$ cat src/rtl/minmax_tracker_pkg.sv
// Shared types for the min/max tracker slice.
// Comparator code points used by the tracker and its comparator.
package minmax_tracker_pkg;

  typedef enum logic [1:0] {
    CMP_EQ_Z    = 2'b00,
    CMP_LESS    = 2'b01,
    CMP_GREATER = 2'b10,
    CMP_EQ_NZ   = 2'b11
  } cmp_code_e;

  // Code of a value compared against itself.
  function automatic logic [1:0] self_code(input logic is_zero);
    return is_zero ? CMP_EQ_Z : CMP_EQ_NZ;
  endfunction

endpackage

$ cat src/rtl/minmax_tracker_if.sv
// Sample stream and result bundle of the min/max tracker.
// master drives samples/control; slave is the tracker.
interface minmax_tracker_if #(
  parameter int p_WIDTH     = 8,
  parameter int p_CNT_WIDTH = 8
);

  logic                   i_valid;
  logic                   o_ready;
  logic [p_WIDTH-1:0]     i_data;
  logic                   i_last;
  logic                   i_ack;
  logic                   i_abort;
  logic                   o_done;
  logic [p_WIDTH-1:0]     o_max;
  logic [p_WIDTH-1:0]     o_min;
  logic [p_CNT_WIDTH-1:0] o_count;
  logic [1:0]             o_code;

  modport master (
    output i_valid, i_data, i_last,
    output i_ack, i_abort,
    input  o_ready, o_done,
    input  o_max, o_min,
    input  o_count, o_code
  );

  modport slave (
    input  i_valid, i_data, i_last,
    input  i_ack, i_abort,
    output o_ready, o_done,
    output o_max, o_min,
    output o_count, o_code
  );

endinterface

$ cat src/rtl/CmpLgezNBit.sv
// Zero-aware N-bit unsigned magnitude comparator.
// 00 both zero, 01 x<y, 10 x>y, 11 equal non-zero.
module CmpLgezNBit
  import minmax_tracker_pkg::*;
#(
  parameter int p_WIDTH = 8
) (
  input  logic [p_WIDTH-1:0] i_x,
  input  logic [p_WIDTH-1:0] i_y,
  output logic [1:0]         o_code
);

  logic both_z;
  logic eq_nz;
  logic lt;
  logic gt;

  assign both_z = (i_x == '0) && (i_y == '0);
  assign eq_nz  = (i_x == i_y) && (i_x != '0);
  assign lt     = i_x < i_y;
  assign gt     = i_x > i_y;

  always_comb begin
    o_code = CMP_EQ_Z;
    unique case (1'b1)
      both_z:  o_code = CMP_EQ_Z;
      eq_nz:   o_code = CMP_EQ_NZ;
      lt:      o_code = CMP_LESS;
      gt:      o_code = CMP_GREATER;
      default: o_code = CMP_EQ_Z;
    endcase
  end

endmodule

$ cat src/rtl/minmax_tracker.sv
// Framed streaming min/max accumulator with hold-until-ack results.
// Sits downstream of the zero-aware magnitude comparator.
module minmax_tracker
  import minmax_tracker_pkg::*;
#(
  parameter int p_WIDTH     = 8,
  parameter int p_CNT_WIDTH = 8
) (
  input logic              clk,
  input logic              rst_n,
  minmax_tracker_if.slave  bus
);

  typedef enum logic [1:0] {
    EMPTY = 2'd0,
    ACCUM = 2'd1,
    HOLD  = 2'd2
  } state_e;

  state_e state_q;
  state_e state_d;

  logic [p_WIDTH-1:0]     max_q;
  logic [p_WIDTH-1:0]     min_q;
  logic [p_CNT_WIDTH-1:0] count_q;
  logic [1:0]             code_q;
  logic [1:0]             code_max;
  logic [1:0]             code_min;
  logic                   ready;
  logic                   done;
  logic                   accept;
  logic                   clear;

  CmpLgezNBit #(.p_WIDTH(p_WIDTH)) u_cmp_max (
    .i_x    (bus.i_data),
    .i_y    (max_q),
    .o_code (code_max)
  );

  CmpLgezNBit #(.p_WIDTH(p_WIDTH)) u_cmp_min (
    .i_x    (bus.i_data),
    .i_y    (min_q),
    .o_code (code_min)
  );

  assign accept = bus.i_valid && ready;
  assign clear  = bus.i_abort ||
                  ((state_q == HOLD) && bus.i_ack);

  always_ff @(posedge clk or negedge rst_n) begin
    if (!rst_n) state_q <= EMPTY;
    else        state_q <= state_d;
  end

  always_comb begin
    state_d = state_q;
    if (bus.i_abort) begin
      state_d = EMPTY;
    end else begin
      unique case (state_q)
        EMPTY: if (accept)
                 state_d = bus.i_last ? HOLD : ACCUM;
        ACCUM: if (accept && bus.i_last)
                 state_d = HOLD;
        HOLD:  if (bus.i_ack)
                 state_d = EMPTY;
        default: state_d = EMPTY;
      endcase
    end
  end

  always_comb begin
    ready = (state_q != HOLD);
    done  = (state_q == HOLD);
  end

  // Abort wins over accept, so a concurrent sample never lands.
  always_ff @(posedge clk or negedge rst_n) begin
    if (!rst_n) begin
      max_q   <= '0;
      min_q   <= '0;
      count_q <= '0;
      code_q  <= CMP_EQ_Z;
    end else if (clear) begin
      max_q   <= '0;
      min_q   <= '0;
      count_q <= '0;
      code_q  <= CMP_EQ_Z;
    end else if (accept) begin
      if (state_q == EMPTY) begin
        max_q   <= bus.i_data;
        min_q   <= bus.i_data;
        count_q <= p_CNT_WIDTH'(1);
        code_q  <= self_code(bus.i_data == '0);
      end else begin
        code_q <= code_max;
        if (code_max == CMP_GREATER)
          max_q <= bus.i_data;
        if (code_min == CMP_LESS)
          min_q <= bus.i_data;
        if (count_q != '1)
          count_q <= count_q + p_CNT_WIDTH'(1);
      end
    end
  end

  assign bus.o_ready = ready;
  assign bus.o_done  = done;
  assign bus.o_max   = max_q;
  assign bus.o_min   = min_q;
  assign bus.o_count = count_q;
  assign bus.o_code  = code_q;

endmodule
$ cat src/flat_wrapper.sv
// flat-port wrapper written by rule: the top's interface ports become plain ports
module minmax_tracker_flat import minmax_tracker_pkg::*;
#(
  parameter int p_WIDTH     = 8,
  parameter int p_CNT_WIDTH = 8
)
  (clk, rst_n, bus_i_valid, bus_i_data, bus_i_last, bus_i_ack, bus_i_abort, bus_o_ready, bus_o_done, bus_o_max, bus_o_min, bus_o_count, bus_o_code);
  minmax_tracker_if #(.p_WIDTH(p_WIDTH), .p_CNT_WIDTH(p_CNT_WIDTH)) bus_i ();
  input logic clk;
  input logic rst_n;
  input wire logic [$bits(bus_i.i_valid)-1:0] bus_i_valid;
  input wire logic [$bits(bus_i.i_data)-1:0] bus_i_data;
  input wire logic [$bits(bus_i.i_last)-1:0] bus_i_last;
  input wire logic [$bits(bus_i.i_ack)-1:0] bus_i_ack;
  input wire logic [$bits(bus_i.i_abort)-1:0] bus_i_abort;
  output wire logic [$bits(bus_i.o_ready)-1:0] bus_o_ready;
  output wire logic [$bits(bus_i.o_done)-1:0] bus_o_done;
  output wire logic [$bits(bus_i.o_max)-1:0] bus_o_max;
  output wire logic [$bits(bus_i.o_min)-1:0] bus_o_min;
  output wire logic [$bits(bus_i.o_count)-1:0] bus_o_count;
  output wire logic [$bits(bus_i.o_code)-1:0] bus_o_code;
  assign bus_i.i_valid = bus_i_valid;
  assign bus_i.i_data = bus_i_data;
  assign bus_i.i_last = bus_i_last;
  assign bus_i.i_ack = bus_i_ack;
  assign bus_i.i_abort = bus_i_abort;
  assign bus_o_ready = bus_i.o_ready;
  assign bus_o_done = bus_i.o_done;
  assign bus_o_max = bus_i.o_max;
  assign bus_o_min = bus_i.o_min;
  assign bus_o_count = bus_i.o_count;
  assign bus_o_code = bus_i.o_code;
  minmax_tracker #(.p_WIDTH(p_WIDTH), .p_CNT_WIDTH(p_CNT_WIDTH)) u_core (.clk(clk), .rst_n(rst_n), .bus(bus_i));
endmodule
$ cat config.mk
export PLATFORM = sky130hd
export DESIGN_NAME = minmax_tracker_flat
export DESIGN_NICKNAME = d
export VERILOG_FILES = /design/src/rtl/minmax_tracker_pkg.sv /design/src/rtl/minmax_tracker_if.sv /design/src/rtl/CmpLgezNBit.sv /design/src/rtl/minmax_tracker.sv /design/src/flat_wrapper.sv
export SDC_FILE = /design/constraint.sdc
export NUM_CORES = 1
export LEC_CHECK = 0
export BUFFER_PORTS_ARGS = -buffer_cell sky130_fd_sc_hd__buf_2
export CAP_MARGIN = 40
export CORE_ASPECT_RATIO = 0.75
export CORE_MARGIN = 2
export CORE_UTILIZATION = 58
export CTS_CLUSTER_SIZE = 20
export DETAILED_ROUTE_END_ITERATION = 6
export HOLD_SLACK_MARGIN = 0.03
export PLACE_DENSITY_LB_ADDON = 0.15
export SETUP_SLACK_MARGIN = 0.3
export SYNTH_ARGS = -nofsm -noshare
export SYNTH_HDL_FRONTEND = slang
export SYNTH_HIERARCHICAL = 1
export SYNTH_SLANG_ARGS = --single-unit
$ cat constraint.sdc
create_clock -name clk -period 3.7 [get_ports clk]
set_input_delay 0.37 -clock clk [delete_from_list [all_inputs] [get_ports clk]]
set_output_delay 0.37 -clock clk [all_outputs]
set_load 0.005 [all_outputs]
# [Yosys cells after proc, flatten, opt, wreduce, memory -nomap -nowiden]
# Index checks and enable logic that the tools add are counted.
# Widths: inputs -> output; s select.
[classes] add_sub_neg=1 magnitude_cmp=4 n_eq_ne=11 n_mux=24 reduce_logical=17
[ops] op="$mux 8" count=12
[ops] op="$mux 2" count=9
[ops] op="$pmux 2 s3" count=3
[ops] op="$eq 8x8->1" count=2
[ops] op="$gt 8x8->1" count=2
[ops] op="$lt 8x8->1" count=2
[ops] op="$reduce_bool 3->1" count=3
[ops] op="$add 8x1->8 const B" count=1
[ops] op="$logic_not 8->1" count=1
[ops] op="$ne 8x8->1 const B" count=1
[ops] op="$reduce_bool 8->1" count=1
[ops] op="$ne 3x2->1 const B" count=2
[ops] op="$reduce_and 2->1" count=3
[ops] op="$logic_and 1x1->1" count=5
[ops] op="$eq 2x1->1 const B" count=2
[ops] op="$eq 2x2->1 const B" count=2
[ops] op="$ne 3x3->1 const B" count=1
[ops] op="$reduce_and 3->1" count=1
[ops] op="$logic_not 2->1" count=1
[ops] op="$ne 2x2->1 const B" count=1
[ops] op="$reduce_bool 2->1" count=1
[ops] op="$logic_or 1x1->1" count=1
[word_totals] ff_bits=28 input_bits=14 word_cells=62

# [Depth between registers and ports, before layout]
# Gate-level depths: netlist (run 1).
[logic_depth] depth_word=8 ltp_mapped=9 ltp_nobuf=9

# [Cells and area by module]
# Netlist (run 1), hierarchy kept.
[by_module_without_submodules] module="minmax_tracker" n_inst=1 cells_each=121 area_each_um2=1358.8
[by_module_without_submodules] module="CmpLgezNBit" n_inst=2 cells_each=32 area_each_um2=252.7

# [Worst setup path before layout (run 1)]
# OpenSTA, ideal clock, no wires.
[synth_path] path_kind="register to register" startpoint="reg u_core.max_q[5], in the netlist u_core/bus.o_max[5]" endpoint="reg u_core.max_q[0], in the netlist u_core/bus.o_max[0]" setup_ps=125 arrival_time_ps=2126 t_required_ps=3575 slack_ps=1449 path_stages_with_launch=10 period_less_slack_ps=2251 cell_sequence="dfrtp_1 > inv_1 > ha_1 > a211o_1 > a21oi_2 > and3_1 > a221oi_1 > nor2b_1 > o21ai_2 > mux2_2"
[synth_between] elab_chain_len=6
[synth_rtl] item="start: declaration" line_no="minmax_tracker.sv:23" rtl="logic [p_WIDTH-1:0] max_q;"
[synth_rtl] item="start signal: assignment" line_no="minmax_tracker.sv:91" rtl="max_q <= bus.i_data;"
[synth_rtl] item="start signal: assignment" line_no="minmax_tracker.sv:98" rtl="max_q <= bus.i_data;"
[synth_rtl] item="parallel branches: the longest is 2 deep, another holds $gt 8x8->1"
[synth_rtl] item="$pmux 2 s3 *" line_no="CmpLgezNBit.sv:25" rtl="unique case (1'b1)"
[synth_rtl] item="named net u_core.code_max[1]" line_no="minmax_tracker.sv:27" rtl="logic [1:0] code_max;"
[synth_rtl] item="$eq 2x2->1 *" line_no="minmax_tracker.sv:97" rtl="if (code_max == CMP_GREATER)"
[synth_rtl] item="$reduce_bool 3->1 (no line) *"
[synth_rtl] item="$reduce_and 2->1 (no line) *"
# Mark *: on every way through the listed nets, which the timed path passes.
# A chain may end at the register's enable or synchronous reset.

# [Final worst setup path (run 1)]
[layout_path] startpoint="reg u_core.max_q[5], in the netlist u_core/bus.o_max[5]" endpoint="reg u_core.max_q[1], in the netlist u_core/bus.o_max[1]"
# The elaborated chain is that of the path after synthesis.

==> results of run 1 <==
cell families after synthesis:
kind of cell    synth area share [%]
simple gates                   16.58
compound gates                 18.52
flops                          37.58
buf+inv                        4.497
mux                            11.41
fa+ha+maj                      11.41
worst max path at each step:
| stage | end | slack (ns) | depth (start not counted) |
|---|---|---|---|
| 2_1_floorplan | u_core/bus.o_max[0] | 1.45 | 9 |
| 3_3_place_gp | u_core/bus.o_max[1] | 1.20 | 9 |
| 3_5_place_dp | u_core/bus.o_max[1] | 1.11 | 9 |
| 4_1_cts | u_core/bus.o_max[1] | 1.21 | 9 |
| 5_1_grt | u_core/bus.o_max[1] | 1.03 | 9 |
| 6_report | u_core/bus.o_max[1] | 1.18 | 9 |
power by group:
| group | internal [mW] | leakage (nW) | switching [mW] |
|---|---|---|---|
| sequential | 0.333 | 0.369 | 0.0230 |
| clock | 0.0952 | 0.0288 | 0.0909 |
| combinational | 0.108 | 0.644 | 0.117 |
through the flow:
step | area [sq um] | utilization, % | worst slack (ns) | hold slack, ns
finish | 2167 | 72.26 | 1.177 | 0.09074
global route | 2167 | 72.26 | 1.031 | 0.1372
floorplan | 1864 | - | 1.449 | 0.07441
global placement | 2112 | 70.42 | 1.198 | 0.3979
CTS | 2167 | 72.26 | 1.208 | 0.1145
detailed placement | 2112 | 70.42 | 1.105 | 0.4136
routing by layer:
layer	part of all wire, %	wire [um]	vias to the layer above	track usage, %
li1	-	-	775	-
met3	5.5	221	2	5.524
met5	0	0	-	0
met2	46	1858	54	41.83
met1	48	1954	748	33.85
met4	0.40	16	0	5.882
critical path, stage by stage, from the launching register on:
cell and delay (ns):
dfrtp_1 0.38, inv_1 0.06, ha_1 0.28, a211o_1 0.27
a21oi_2 0.17, and3_1 0.20, a221oi_1 0.11, nor2b_1 0.16
o21ai_2 0.36, mux2_2 0.40
flip-flops by register name, summed over array words and instances (netlist names):
| signal | count |
|---|---|
| u_core/bus.o_count | 8 |
| u_core/bus.o_max | 8 |
| u_core/bus.o_min | 8 |
| u_core/bus.o_code | 2 |
| u_core/state_q | 2 |
layout make-up:
cell class	instances	area, sq um
flip-flops and latches	28	700.7
well taps	38	47.55
multi-input cells	135	1080
clock buffers	4	55.05
inverters	21	78.83
repair buffers	41	205.2
fillers	218	832.0
cell usage in the layout, fill, tap and decap left out, types with 2 or more instances in the layout:
cell type	n
a41oi_1	2
nor4_2	4
o22ai_1	2
nor2_1	9
inv_2	2
ha_1	17
inv_1	19
a221oi_1	2
a21oi_1	11
a211oi_1	2
o21a_2	2
a211o_1	4
nand3_1	2
o21ai_2	2
nand2_1	7
nor3_1	3
dfrtp_1	28
and2_1	8
mux2_2	16
a21oi_2	2
nor4_1	2
a22o_1	2
nand4_1	5
nor2b_1	5
o21ai_0	6
o211ai_1	2
o31ai_1	2
and3_1	3
clkbuf_8	4
buf_2	41
==> flow_metrics.py, run 1 <==
metrics = {
    "status": {
        "outcome": "finished, final reports clean",
    },
    "final_layout": {
        "num_antenna_cells": 0,
        "layout.cells.non_filler": 267,
        "layout-drive-gt1-share_pct": 34.06,
        "nets": 261,
        "area_growth_pct": 16.24,
    },
    "synth": {
        "syn_nets": 216,
        "yosys.cell_count.top_type": "dfrtp_1",
        "netlist_top_cells_count": "dfrtp_1 (28), inv_1 (19), ha_1 (17), mux2_2 (16), a21oi_1 (11)",
        "netlist_area_sq_mm": 0.001864,
        "netlist.area_leader.share_pct": 37.58,
        "synth_cells": 185,
        "yosys_most_used_dff": "dfrtp_1",
        "yosys_warnings": 6,
        "yosysTopAreaCell": "dfrtp_1",
        "ys_types": 42,
        "yosysSeqAreaShare_pct": 37.58,
        "synth-edff-count": 0,
        "async_flop_share_pct": 100.0,
        "synth.avg_cell_area_sq_um": 10.08,
        "ys_seq_elements": 28,
        "synth_area_leaders": "dfrtp_1 (38%), ha_1 (11%), mux2_2 (9.7%)",
    },
    "sta": {
        "drv_slew": 0,
        "worst_slew_pin_slew_ns": 0.6007,
        "clock-skew-final_ns": 0.005231,
        "max_freq_mhz": 396.4,
        "relSlewSlack_pct": 59.96,
        "finalSetupTns_ns": 0,
        "min_period_over_period_pct": 68.18,
        "rsz0062_at_grt": "no",
        "period_needed_ns": 2.523,
        "hold_viol_final": 0,
        "finalSetupViolations": 0,
    },
    "worst_setup_path": {
        "crit_path_max_fanout": 8,
        "rr_worst_depth": 9,
        "worstSetupStartpointType": "flip-flop",
        "worstSetupPathType": "reg2reg",
        "reg2reg_from": "u_core/bus.o_max[5]",
        "cp.required_ns": 3.86,
        "arrival_ns": 2.68,
        "cp-startpoint": "u_core/bus.o_max[5]",
        "end_kind": "flip-flop",
        "worst_r2r_endpoint": "u_core/bus.o_max[1]",
        "r2r_setup_slack_ns": 1.18,
    },
    "route": {
        "postRouteAntennaNets": 0,
        "wl_mm": 4.050,
        "vias": 1579,
        "route.detailed.drc": 0,
        "drtIter0Drc": 100,
        "wl_per_cell_um": 15.17,
        "dr.pass1.iters": 5,
        "detail_route.vias_per_cell": 5.914,
    },
    "placed_design": {
        "gp_congestion": 0.8790,
        "io_buffers": 41,
        "post-dp-hpwl_mm": 3.237,
        "place_inst": 263,
    },
    "power_and_ir_drop": {
        "fin_total_pwr_mw": 0.7662,
        "leakage_nw": 1.042,
        "ir_worst_vdd_uv": 295.5,
        "p_per_area_mw_per_mm2": 353.6,
    },
    "cts": {
        "post-cts-setup-buffers": 0,
        "holdBufCountCts": 0,
        "clk_latency_ns": 0.27,
        "clk_pin_slew_ns": 0.09,
        "cts_root_buf": "clkbuf_8",
        "tritoncts": "yes",
        "clk_path_buf_depth": 2,
        "numCtsBuffers": 3,
        "h-tree-depth": 1,
        "cts_resized": 0,
        "cts.sinks": 28,
    },
    "global_routing": {
        "grt_antenna_before_repair": 0,
        "track_usage_pct": 25.10,
        "grt_pass1_wl_mm": 7.279,
        "grt_pass1_vias": 1588,
        "gr-total-overflow": 0,
        "grt_max_degree": 29,
    },
    "run": {
        "maxCapViolCount": 0,
    },
    "floorplan": {
        "die_h_um": 53.10,
        "dieArea_sq_mm": 0.003689,
        "core-area_sq_mm": 0.002999,
        "die_w_um": 69.47,
        "core.rowCount": 17,
        "io_pins": 42,
        "start_util_pct": 62.16,
    },
    "min_path": {
        "min_path_type": "in2async",
    },
}
Note: power is estimated with default switching activity, not from simulation.
==> run 2, diff against run 1 <==
--- a/config.mk
+++ b/config.mk
@@ -9,7 +9,7 @@
 export CAP_MARGIN = 40
 export CORE_ASPECT_RATIO = 0.75
 export CORE_MARGIN = 2
-export CORE_UTILIZATION = 58
+export CORE_UTILIZATION = 54
 export CTS_CLUSTER_SIZE = 20
 export DETAILED_ROUTE_END_ITERATION = 6
 export HOLD_SLACK_MARGIN = 0.03
==> constraint.sdc (replaced) <==
create_clock -name clk -period 2.5 [get_ports clk]
set_input_delay 0.25 -clock clk [delete_from_list [all_inputs] [get_ports clk]]
set_output_delay 0.25 -clock clk [all_outputs]
set_load 0.005 [all_outputs]
==> run 2 against run 1 <==
Register-to-register slack lost 1.1 ns. Clock power grew 51%. Sequential cell count is the same. Critical path type unchanged. Sequential power grew 48%. Critical path depth grew 1. Total power grew 72%. Hold slack gained 0.11 ns. Via count grew 7.3%. Routed wire length grew 20%. Final area grew 15%. Count of clock-buffer cells in the layout is the same.
==> flow_metrics.py, run 2 (synthesized netlist as in run 1, its figures left out) <==
metrics = {
    "cts": {
        "tritoncts": "yes",
        "clk_path_buf_depth": 2,
        "numCtsBuffers": 3,
        "cts_root_buf": "clkbuf_8",
        "h-tree-depth": 1,
        "cts.sinks": 28,
        "clk_pin_slew_ns": 0.10,
        "clk_latency_ns": 0.27,
    },
    "placed_design": {
        "post-dp-hpwl_mm": 3.377,
        "io_buffers": 41,
        "place_inst": 267,
        "gp_congestion": 0.8234,
        "placed_cell_area_sq_mm": 0.002143,
    },
    "sta": {
        "period_needed_ns": 2.375,
        "relSlewSlack_pct": 50.32,
        "holdWs_ns": 0.2010,
        "finalSetupViolations": 0,
        "max_freq_mhz": 421.0,
        "hold_viol_final": 0,
        "min_period_over_period_pct": 95.00,
        "worst_slew_pin_slew_ns": 0.7452,
        "rsz0062_at_grt": "yes",
        "clock-skew-final_ns": 0.005578,
        "drv_slew": 0,
        "finalSetupTns_ns": 0,
    },
    "route": {
        "vias": 1694,
        "dr.pass1.iters": 4,
        "drtIter0Drc": 66,
        "detail_route.vias_per_cell": 5.902,
        "wl_mm": 4.878,
        "route.detailed.drc": 0,
        "wl_per_cell_um": 17.00,
        "postRouteAntennaNets": 0,
    },
    "floorplan": {
        "core.rowCount": 18,
        "die_h_um": 54.89,
        "start_util_pct": 56.70,
        "core-area_sq_mm": 0.003288,
        "die_w_um": 71.85,
        "io_pins": 42,
        "dieArea_sq_mm": 0.003943,
    },
    "final_layout": {
        "final_common_cell": "buf_2",
        "mostFrequentLayoutCells": "buf_2 (41), dfrtp_1 (28), inv_1 (16)",
        "final_util_pct": 75.88,
        "fin_area_sq_mm": 0.002495,
        "layout-drive-gt1-share_pct": 44.94,
        "layout.cells.non_filler": 287,
        "area_growth_pct": 33.83,
        "num_antenna_cells": 0,
        "nets": 279,
    },
    "worst_setup_path": {
        "worst_r2r_endpoint": "u_core/bus.o_max[4]",
        "arrival_ns": 2.54,
        "cp_cell_sequence": "inv_2 > ha_4 > a211o_1 > a21oi_4 > and3_4 > a211o_1 > nor2b_4 > o21ai_4 > buf_6 > mux2_2",
        "cpPeakStageDelay_ns": 0.40,
        "cp.required_ns": 2.66,
        "crit_path_max_fanout": 4,
        "worstSetupPathType": "reg2reg",
        "worst_path_max_delay_cell": "dfrtp_1",
        "rr_worst_depth": 10,
        "r2r_setup_slack_ns": 0.12,
        "reg2reg_from": "u_core/bus.o_max[5]",
        "cpLargestDelayFamily": "compound AO/OA/AOI/OAI gates",
        "crit_top_cell": "a211o_1",
        "end_kind": "flip-flop",
        "worstSetupStartpointType": "flip-flop",
        "crit_buf_inv": 2,
    },
    "min_path": {
        "whs_endpoint": "u_core/state_q[0]",
        "hp-start": "bus_i_last",
        "min_path_type": "in2reg",
        "min_path_cells": 2,
    },
    "power_and_ir_drop": {
        "p_int_mw": 0.9020,
        "power_switching_mw": 0.4155,
        "p_per_area_mw_per_mm2": 528.1,
        "p_clk_share_pct": 21.4,
        "leakage_nw": 1.185,
        "p_seq_share_pct": 39.9,
        "combPwrFrac_pct": 38.7,
        "ir_worst_vdd_uv": 435.5,
        "sw_frac_of_total_pct": 31.54,
    },
    "global_routing": {
        "grt_max_degree": 29,
        "track_usage_pct": 24.48,
        "grt_antenna_before_repair": 0,
        "grt_pass1_wl_mm": 7.245,
        "gr-total-overflow": 0,
        "grt_pass1_vias": 1535,
    },
    "status": {
        "outcome": "finished, final reports clean",
    },
    "run": {
        "maxCapViolCount": 0,
    },
}
run 2: changes by cell type in the layout (fill, tap and decap cells not counted), moves of 4 or more:
cell and delta:
mux2_4 +6, ha_1 -4, buf_6 +4, mux2_2 -6, ha_4 +4, buf_4 +13
run 2: metal layers:
metal	wire, um	track usage, %
met1	2304	32.57
met2	2245	40.43
met3	272	5.893
met4	55	6.918
met5	0	0
run 2: worst max-delay path by stage:
stage / end / slack [ns] / from / cells after the start
floorplan: u_core/bus.o_max[0] / 0.28 / u_core/bus.o_max[5] / 9
global placement: u_core/bus.o_max[4] / 0.15 / bus_i_data[5] / 9
detailed placement: u_core/bus.o_max[5] / 0.05 / bus_i_data[5] / 9
CTS: u_core/bus.o_max[7] / 0.17 / u_core/bus.o_max[5] / 10
global route: u_core/bus.o_max[4] / 0.09 / u_core/bus.o_max[6] / 10
finish: u_core/bus.o_max[4] / 0.12 / u_core/bus.o_max[5] / 10
run 2: final cells by class:
| cell class | instances | area, sq um |
|---|---|---|
| fillers | 239 | 793.3 |
| inverters | 21 | 78.83 |
| clock buffers | 4 | 55.05 |
| flip-flops and latches | 28 | 700.7 |
| well taps | 40 | 50.05 |
| multi-input cells | 135 | 1252 |
| repair buffers | 59 | 357.8 |
run 2: power groups by stage:
stage | combinational (mW) | sequential (mW) | clock (mW)
after floorplan | 0.217 | 0.533 | 0
after global placement | 0.331 | 0.531 | 0
after global routing | 0.547 | 0.532 | 0.307
final | 0.510 | 0.526 | 0.281
after CTS | 0.430 | 0.525 | 0.286
after detailed placement | 0.348 | 0.536 | 0
run 2: what timing repair did:
action | in CTS | in global routing
endpoints found under the hold margin | 28 | 0
gates cloned | 0 | 0
endpoints found under the setup margin | 16 | 16
pin swaps | 5 | 11
setup buffers | 8 | 7
hold buffers | 1 | 0
resized for setup | 16 | 14
run 2: stage by stage:
| step | setup slack, ns | total power [mW] |
|---|---|---|
| finish | 0.1250 | 1.317 |
| global route | 0.09094 | 1.385 |
| CTS | 0.1713 | 1.242 |
| detailed placement | 0.04725 | 0.8840 |
| global placement | 0.1490 | 0.8624 |
| floorplan | 0.2845 | 0.7497 |
